## src/rtl/hc_pkg.sv

```systemverilog
// Shared types and constants for the hybrid half-plane controller:
// FSM state encoding, datapath widths and the 32-bit jump saturation helper.
package hc_pkg;

    typedef enum logic [1:0] {
        ST_IDLE = 2'd0,
        ST_ON   = 2'd1,
        ST_OFF  = 2'd2
    } hc_state_e;

    localparam int Z_W    = 46;
    localparam int JUMP_W = 64;
    localparam int OUT_W  = 32;

    localparam logic signed [JUMP_W-1:0] SAT_MAX = 64'sd2147483647;
    localparam logic signed [JUMP_W-1:0] SAT_MIN = -64'sd2147483648;
    localparam logic signed [OUT_W-1:0]  OUT_MAX = 32'sh7FFF_FFFF;
    localparam logic signed [OUT_W-1:0]  OUT_MIN = 32'sh8000_0000;

    function automatic logic signed [OUT_W-1:0] sat_jump(input logic signed [JUMP_W-1:0] x);
        if (x > SAT_MAX) begin
            return OUT_MAX;
        end else if (x < SAT_MIN) begin
            return OUT_MIN;
        end else begin
            return $signed(x[OUT_W-1:0]);
        end
    endfunction

endpackage

```

## src/rtl/hc_dwell_fsm.sv

```systemverilog
// Sigma decision FSM with minimum-dwell lockout: turns decided half-plane
// requests into sigma toggles, drops requests while the dwell counter runs.
module hc_dwell_fsm
    import hc_pkg::*;
#(
    parameter int MIN_DWELL = 8,
    parameter int SIGMA_RST = 1
) (
    input  logic      i_clock,
    input  logic      i_RESET,
    input  logic      i_enable,
    input  logic      i_dec_valid,
    input  logic      i_req_pos,
    input  logic      i_req_neg,
    output logic      o_sigma,
    output logic      o_switch,
    output logic      o_locked,
    output hc_state_e o_state
);

    localparam int              CW        = (MIN_DWELL < 1) ? 1 : $clog2(MIN_DWELL + 1);
    localparam logic [CW-1:0]   DWELL_LD  = CW'(MIN_DWELL);
    localparam logic            SIGMA_BIT = (SIGMA_RST != 0);
    localparam hc_state_e       RUN_ST    = (SIGMA_RST != 0) ? ST_ON : ST_OFF;

    hc_state_e       r_state;
    hc_state_e       w_state_nx;
    logic [CW-1:0]   r_cnt;
    logic [CW-1:0]   w_cnt_nx;
    logic            r_switch;
    logic            w_switch_nx;

    always_ff @(posedge i_clock or negedge i_RESET) begin
        if (!i_RESET) begin
            r_state  <= ST_IDLE;
            r_cnt    <= '0;
            r_switch <= 1'b0;
        end else begin
            r_state  <= w_state_nx;
            r_cnt    <= w_cnt_nx;
            r_switch <= w_switch_nx;
        end
    end

    // Disable wins over any toggle and clears the lockout without a switch pulse.
    always_comb begin
        w_state_nx  = r_state;
        w_cnt_nx    = (r_cnt != '0) ? (r_cnt - CW'(1)) : '0;
        w_switch_nx = 1'b0;
        if (!i_enable) begin
            w_state_nx = ST_IDLE;
            w_cnt_nx   = '0;
        end else begin
            case (r_state)
                ST_IDLE: w_state_nx = RUN_ST;
                ST_ON: begin
                    if (i_dec_valid && i_req_pos && (r_cnt == '0)) begin
                        w_state_nx  = ST_OFF;
                        w_cnt_nx    = DWELL_LD;
                        w_switch_nx = 1'b1;
                    end
                end
                ST_OFF: begin
                    if (i_dec_valid && i_req_neg && (r_cnt == '0)) begin
                        w_state_nx  = ST_ON;
                        w_cnt_nx    = DWELL_LD;
                        w_switch_nx = 1'b1;
                    end
                end
                default: w_state_nx = ST_IDLE;
            endcase
        end
    end

    assign o_sigma  = (r_state == ST_ON) | ((r_state == ST_IDLE) & SIGMA_BIT);
    assign o_switch = r_switch;
    assign o_locked = (r_cnt != '0);
    assign o_state  = r_state;

endmodule

```

## src/rtl/hybrid_control_hyst.sv

```systemverilog
// Hybrid half-plane jump-set controller: 3-stage z1/z2/jump datapath feeding
// the hysteresis decision and the dwell-lockout FSM that owns sigma.
module hybrid_control_hyst
    import hc_pkg::*;
#(
    parameter int     W_IN      = 14,
    parameter int     W_TRIG    = 16,
    parameter int     MU_Z1     = 110,
    parameter int     MU_Z2     = 121,
    parameter longint VG        = 240000,
    parameter int     HYST      = 0,
    parameter int     MIN_DWELL = 8,
    parameter int     SIGMA_RST = 1
) (
    input  logic                     i_clock,
    input  logic                     i_RESET,
    input  logic                     i_enable,
    input  logic                     i_valid,
    input  logic signed [W_IN-1:0]   i_vC,
    input  logic signed [W_IN-1:0]   i_iC,
    input  logic signed [W_TRIG-1:0] i_cos,
    input  logic signed [W_TRIG-1:0] i_sin,
    output logic                     o_sigma,
    output logic                     o_switch,
    output logic                     o_locked,
    output logic                     o_valid,
    output logic signed [OUT_W-1:0]  o_jump
);

    localparam int                       SHIFT  = W_TRIG - 2;
    localparam logic signed [Z_W-1:0]    MU1    = Z_W'(MU_Z1);
    localparam logic signed [Z_W-1:0]    MU2    = Z_W'(MU_Z2);
    localparam logic signed [Z_W-1:0]    VG_Z   = Z_W'(VG);
    localparam logic signed [JUMP_W-1:0] HYST_P = JUMP_W'(HYST);
    localparam logic signed [JUMP_W-1:0] HYST_N = -HYST_P;

    logic signed [W_IN-1:0]   r_vc, r_ic;
    logic signed [W_TRIG-1:0] r_cos0, r_sin0, r_cos1, r_sin1;
    logic signed [Z_W-1:0]    r_z1, r_z2;
    logic signed [JUMP_W-1:0] r_jump;
    logic signed [OUT_W-1:0]  r_jump_o;
    logic                     r_v0, r_v1, r_v2, r_valid;

    hc_state_e                w_state;
    logic                     w_sigma, w_run, w_req_pos, w_req_neg;
    logic signed [Z_W-1:0]    w_vc_x, w_ic_x, w_z1, w_z2;
    logic signed [JUMP_W-1:0] w_z1_x, w_z2_x, w_cos_x, w_sin_x, w_jump_full, w_jump_shr;

    // Strobe-only interface, no backpressure: a sample is taken on any clock with
    // i_valid=1 while running, and every accepted sample yields one o_valid 3 clocks later.
    assign w_run = i_enable && (w_state != ST_IDLE);

    assign w_vc_x      = Z_W'(r_vc);
    assign w_ic_x      = Z_W'(r_ic);
    assign w_z1        = MU1 * w_vc_x - (w_sigma ? VG_Z : -VG_Z);
    assign w_z2        = MU2 * w_ic_x;
    assign w_z1_x      = JUMP_W'(r_z1);
    assign w_z2_x      = JUMP_W'(r_z2);
    assign w_cos_x     = JUMP_W'(r_cos1);
    assign w_sin_x     = JUMP_W'(r_sin1);
    assign w_jump_full = w_z1_x * w_sin_x + w_z2_x * w_cos_x;
    assign w_jump_shr  = w_jump_full >>> SHIFT;
    assign w_req_pos   = (r_jump > HYST_P);
    assign w_req_neg   = (r_jump < HYST_N);

    always_ff @(posedge i_clock or negedge i_RESET) begin
        if (!i_RESET) begin
            r_vc     <= '0;
            r_ic     <= '0;
            r_cos0   <= '0;
            r_sin0   <= '0;
            r_cos1   <= '0;
            r_sin1   <= '0;
            r_z1     <= '0;
            r_z2     <= '0;
            r_jump   <= '0;
            r_jump_o <= '0;
            r_v0     <= 1'b0;
            r_v1     <= 1'b0;
            r_v2     <= 1'b0;
            r_valid  <= 1'b0;
        end else begin
            r_v0    <= i_valid & w_run;
            r_v1    <= r_v0 & w_run;
            r_v2    <= r_v1 & w_run;
            r_valid <= r_v2 & w_run;
            if (i_valid) begin
                r_vc   <= i_vC;
                r_ic   <= i_iC;
                r_cos0 <= i_cos;
                r_sin0 <= i_sin;
            end
            r_z1   <= w_z1;
            r_z2   <= w_z2;
            r_cos1 <= r_cos0;
            r_sin1 <= r_sin0;
            r_jump <= w_jump_shr;
            // Debug copy is clamped; the decision above uses the full-width jump.
            if (r_v2 && w_run) begin
                r_jump_o <= sat_jump(r_jump);
            end
        end
    end

    hc_dwell_fsm #(
        .MIN_DWELL (MIN_DWELL),
        .SIGMA_RST (SIGMA_RST)
    ) u_fsm (
        .i_clock     (i_clock),
        .i_RESET     (i_RESET),
        .i_enable    (i_enable),
        .i_dec_valid (r_v2),
        .i_req_pos   (w_req_pos),
        .i_req_neg   (w_req_neg),
        .o_sigma     (w_sigma),
        .o_switch    (o_switch),
        .o_locked    (o_locked),
        .o_state     (w_state)
    );

    assign o_sigma = w_sigma;
    assign o_valid = r_valid;
    assign o_jump  = r_jump_o;

endmodule

```

## config.mk

```make
export PLATFORM = sky130hd
export DESIGN_NAME = hybrid_control_hyst
export DESIGN_NICKNAME = d
export VERILOG_FILES = /design/src/rtl/hc_pkg.sv /design/src/rtl/hc_dwell_fsm.sv /design/src/rtl/hybrid_control_hyst.sv
export SDC_FILE = /design/constraint.sdc
export NUM_CORES = 2
export LEC_CHECK = 0
export CAP_MARGIN = 20
export CORE_AREA = 5 5 302 304
export CTS_CLUSTER_DIAMETER = 100
export DETAILED_ROUTE_END_ITERATION = 10
export DIE_AREA = 0 0 307 309
export HOLD_SLACK_MARGIN = 0.1
export PLACE_DENSITY_LB_ADDON = 0.1
export SETUP_SLACK_MARGIN = 0.1
export SLEW_MARGIN = 10
export SYNTH_ARGS = -nofsm -noshare
export SYNTH_HDL_FRONTEND = slang
export SYNTH_HIERARCHICAL = 1
export SYNTH_SLANG_ARGS = --single-unit
```

## constraint.sdc

```tcl
create_clock -name i_clock -period 7.85 [get_ports i_clock]
set_input_delay 1.57 -clock i_clock [delete_from_list [all_inputs] [get_ports i_clock]]
set_output_delay 1.57 -clock i_clock [all_outputs]
set_load 0.1 [all_outputs]
```

# After elaboration in Yosys (flattened, before gate mapping)
# Index checks and enable logic that the tools add are counted.
# classes
n_addsub	3
multipliers	4
n_lt_le_gt_ge	4
n_eq_ne	4
n_mux	16
bitwise_logic	5
reduce_logical	11
# ops
operator	count
$mux W32	2
$add A62 B38 Y63	1
$mul A46 B16 Y62	1
$gt A49 B1 Y1 const B	1
$gt A49 B32 Y1 const B	1
$lt A49 B1 Y1 const B	1
$lt A49 B32 Y1 const B	1
$mux W46	1
$sub A22 B46 Y46	1
$mul A22 B16 Y38	1
$mul A8 B14 Y22 const A	1
$mul A7 B14 Y21 const A	1
$mux W4	4
$pmux W4 S2	1
$logic_and A1 B1 Y1	6
$mux W2	3
$ne A3 B2 Y1 const B	2
$pmux W2 S3	1
$and A1 B1 Y1	4
$logic_not A4 Y1	1
$reduce_bool A4 Y1	1
$sub A4 B1 Y4 const B	1
$mux W1	3
$eq A2 B1 Y1 const B	1
other kinds (6)	6
# word_totals
regBits	252
out_inout_bits	36
word_cells	64

# Longest topological paths before layout
# depth
word_depth	6
mapped_depth	29
ltp_nobuf	28

# By module
# Netlist, hierarchy kept.
# by_module_without_submodules
module	n_inst	cells_each	area_per_inst_um2	seq_area_each_um2
hybrid_control_hyst	1	5271	51899.8	6105.9
hc_dwell_fsm	1	41	421.7	175.2

# Least setup slack after synthesis
# No wires, ideal clock.
# synth_timing
path_kind	reg-to-reg
start	reg r_z2[21] (netlist name)
end	reg r_jump[48] (netlist name)
arrival_ns	8.180
slack_ns	-0.462
stages_incl_launch_ff	25
n_path_buf	2
period_less_slack_ns	8.312
cell_sequence	dfrtp_1 clkbuf_1 nand2_1 fa_1 inv_1 fa_1 inv_1 fa_1 fa_1 inv_1 fa_1 fa_1 inv_1 fa_1 fa_1 inv_1 ha_1 clkbuf_1 nand2_1 or2_2 nor4_1 o211ai_1 a31oi_1 mux2i_1 nand4_1
# synth_between
elab_chain_len	2
# synth_lines
element	line_no	source
$mul A22 B16 Y38	hybrid_control_hyst.sv:61	assign w_jump_full = w_z1_x * w_sin_x + w_z2_x * w_cos_x;
$add A62 B38 Y63	hybrid_control_hyst.sv:61	
via w_jump_full[62]	hybrid_control_hyst.sv:47	logic signed [JUMP_W-1:0] w_z1_x, w_z2_x, w_cos_x, w_sin_x, w_jump_full, w_jump_shr;
# The timed path passes the listed nets, and every way through them passes these cells.
# A chain may end at the register's enable or synchronous reset.

# Worst setup path in the final report
# layout_timing
start	reg r_sin1[8]
end	reg r_jump[43]
# layout_between
elab_chain_len	2
# layout_lines
element	line_no	source
start: declaration	hybrid_control_hyst.sv:38	logic signed [W_TRIG-1:0] r_cos0, r_sin0, r_cos1, r_sin1;
start signal: assignment	hybrid_control_hyst.sv:96	r_sin1 <= r_sin0;
$mul A46 B16 Y62	hybrid_control_hyst.sv:61	
$add A62 B38 Y63	hybrid_control_hyst.sv:61	
via w_jump_full[57]	hybrid_control_hyst.sv:47	
end signal: assignment	hybrid_control_hyst.sv:97	r_jump <= w_jump_shr;
end: declaration	hybrid_control_hyst.sv:40	logic signed [JUMP_W-1:0] r_jump;
# The timed path passes the listed nets, and every way through them passes these cells.

==> reports/summary.txt <==
CP startpoint kind -> flip-flop
Most frequent cells in the layout -> inv_1, fa_1, nand2_1
Port bufs -> 99
Fin crit share -> 97.74%
Clock Latency Late Sink -> 0.58 ns
Routability cong. -> 0.9130
Tmin final -> 7.672 ns
Die H -> 309 µm
Post-Synth Adder-Cell Area -> 57.69%
Htree depth -> 2
Max-slew violations -> 0
Nets -> 7257
PnR worst setup slack -> 0.1776 ns
Post-synth EDFFs -> 0
Asr flop ratio synth -> 100.0%
DRC Markers -> 0
Post-Syn Area -> 52320 µm²
RSZ-0062 raised after global routing -> true
Vias per cell -> 5.304
Top-Level Pins -> 100
Largest net degree at the start of global routing -> 126
Pre-CTS setup slack -> -0.1432 ns
Clock Tree Buf Depth -> 3
Core box area -> 87970 µm²
WP data arrival -> 8.16 ns
Vias in the first global route -> 37643
Worst setup skew after layout -> 0.02232 ns
Max-Cap Viols -> 0
Antenna violations before repair -> 7
Final wirelength -> 133.9 mm
Max_slew headroom -> 33.49%
Yosys warning count -> 6
First-pass GRT wire length -> 208.8 mm
Synth Area in Compound Gates -> 3.374%
Main combinational cell family by area after synthesis -> adder cells
Synth-to-Final Area Change -> 12.54%
Unique masters post-synth -> 61
Starting Density -> 59.48%
WL/cell -> 19.84 µm
Clock sinks -> 251
Hold Vio Cnt, Final -> 0
Final setup fails -> 0
Top FF cell, synth -> dfrtp_1
GR Overflow Total -> 0
Clock Pin Slew Worst Setup and Hold Paths -> 0.06 ns
Die Area -> 94860 µm²
Setup crit end kind -> flip-flop
Setup_tns -> 0 ns
Sequential area share after synthesis -> 12.00%
Post-synthesis xor/xnor area fraction -> 1.758%
Layout cells sized above 1 -> 10.66%
Site Rows -> 109
GR Util All Layers -> 28.20%
Worst Path Required -> 8.34 ns
Commonest non-fill, non-tap cell in the layout -> inv_1
Syn Area/Cell -> 9.850 µm²
Syn_nets -> 7015
Pre-antenna DRT Iters -> 7
Die W -> 307 µm
Post-synthesis mux area share -> 1.327%
Fin cells -> 6746
Filler cell count -> 7104
CTS tree -> yes
Crit Path Category -> flip-flop to flip-flop
Status -> finished clean
Hold Crit Class -> flip-flop to flip-flop
Crit Path Max Fanout -> 6
DRT antenna net count -> 0
DPL Wire Length -> 112.6 mm
CTS root buf -> clkbuf_16
Hold-fix buffers, CTS -> 0
Simple-gate share of the synthesized area -> 12.19%
Max Fclk -> 0.1303 GHz
DR vias -> 35784
#FFs+latches synth -> 251
Initial drt markers -> 2493
Synth Instances -> 5312
# placed instances -> 6601
Cts bufs inserted -> 37
Tightest Pin Transition -> 0.9946 ns
==> timing repair <==
item / 4_1_cts / 5_1_grt
resized for setup: 24 / 162
buffers inserted: 6 / 52
cloned: 1 / 19
pin swaps: 3 / 71
endpoints found under the setup margin: 20 / 23
==> area by class of cell <==
type | instances | area [µm²] | area share, %
antenna | 2 | 5.005 | 0.008499
clock buffer | 43 | 988.4 | 1.679
clock inverter | 21 | 307.8 | 0.5227
inverter | 1426 | 5371 | 9.122
multi-input combinational | 3436 | 40280 | 68.41
sequential | 251 | 6355 | 10.79
tap | 1165 | 1458 | 2.475
timing repair buffer | 401 | 4111 | 6.982
timing repair inverter | 1 | 7.507 | 0.01275
==> worst max-delay path: stages (launching register included) <==
cell and delay [ns]:
dfrtp_2 0.50, buf_6 0.16, clkbuf_16 0.15, and2_1 0.15
fa_1 0.52, fa_1 0.57, inv_1 0.06, fa_1 0.54
inv_1 0.06, fa_1 0.48, fa_1 0.57, fa_1 0.42
fa_1 0.49, inv_1 0.05, fa_1 0.48, inv_1 0.04
ha_1 0.22, a21oi_4 0.13, o211ai_1 0.12, a221o_1 0.37
nand4_1 0.10, o31a_1 0.31, a21oi_4 0.13, buf_4 0.15
o21ai_2 0.16, a21oi_2 0.10, o41ai_2 0.37, xnor2_1 0.15
==> path summary, 6_finish.rpt <==
check | end | from | cells past startpoint | slack [ns]
max in group asynchronous | r_sin1[0]$_DFF_PN0_ | i_RESET | 2 | 5.53
min in group asynchronous | o_valid$_DFF_PN0_ | i_RESET | 1 | 0.96
max reg2reg | r_jump[43]$_DFF_PN0_ | r_sin1[8]$_DFF_PN0_ | 27 | 0.18
min | r_sin1[11]$_DFF_PN0_ | r_sin0[11]$_DFFE_PN0P_ | 0 | 0.37
max | r_jump[43]$_DFF_PN0_ | r_sin1[8]$_DFF_PN0_ | 27 | 0.18
min reg2reg | r_sin1[11]$_DFF_PN0_ | r_sin0[11]$_DFFE_PN0P_ | 0 | 0.37
==> state kept, by name (all words and copies together) (netlist names) <==
name,cells
u_fsm/o_switch,1
r_vc,14
r_jump,49
r_z2,22
r_v0,1
r_ic,14
r_sin1,16
r_z1,45
r_sin0,16
o_valid,1
u_fsm/o_state,2
o_jump,32
r_cos1,16
r_v2,1
r_v1,1
u_fsm/r_cnt,4
r_cos0,16
==> cell usage after synthesis, types with 3 or more instances <==
cell type | count | area [µm²]
nor3_1 | 17 | 85.08
nor2b_1 | 28 | 175.2
fa_1 | 1289 | 25800
o21a_1 | 10 | 75.07
a211oi_1 | 11 | 82.58
a21oi_1 | 79 | 395.4
xor2_1 | 31 | 271.5
mux2_2 | 59 | 664.4
or3_1 | 3 | 18.77
o31ai_1 | 4 | 30.03
nand2b_1 | 16 | 100.1
inv_1 | 1425 | 5349
o21ai_0 | 66 | 330.3
o211ai_1 | 7 | 52.55
or2_2 | 6 | 37.54
ha_1 | 350 | 4379
and3_1 | 12 | 75.07
mux2i_1 | 3 | 30.03
o21bai_1 | 23 | 172.7
a31o_2 | 14 | 122.6
nand2_1 | 708 | 2658
a31oi_1 | 6 | 37.54
o31a_1 | 4 | 35.03
nand3_1 | 14 | 70.07
nor4_1 | 16 | 100.1
dfrtp_1 | 251 | 6281
and2_1 | 383 | 2396
nand3b_1 | 3 | 22.52
nand4_1 | 16 | 100.1
nor2_1 | 126 | 473.0
clkbuf_1 | 199 | 747.0
xnor2_1 | 74 | 648.1
a21o_1 | 26 | 195.2
==> metrics by stage <==
stage	hold WS, ns	area (µm²)	util [%]
floorplan	0.3501	52360	-
CTS	0.3748	57520	65.39
detailed placement	0.3628	56090	63.76
global route	0.3866	58880	66.93
finish	0.3720	58880	66.94
global placement	0.3565	56080	63.75
==> kinds of logic (layout without fill, tap and decap cells) <==
family / after synthesis / count (layout)
buffers and inverters: 1625 / 1892
multiplexers: 62 / 62
other: 0 / 2
AND/OR/NAND/NOR: 1355 / 1355
flip-flops: 251 / 251
XOR/XNOR: 105 / 105
adder cells (fa/ha/maj): 1639 / 1639
AO/OA/AOI/OAI: 275 / 275
==> layer usage <==
layer  wire length, µm  vias to the layer above  track usage (%)
met4              3156                        4            5.665
met1             58800                    18708            42.76
li1                  -                    15797                -
met5                31                        -                0
met3             11250                      177            6.114
met2             60640                     1098            42.96
Power is left out: the tool's default activity adds up to more than one toggle a clock period on the data nets, which glitch-free logic cannot reach.
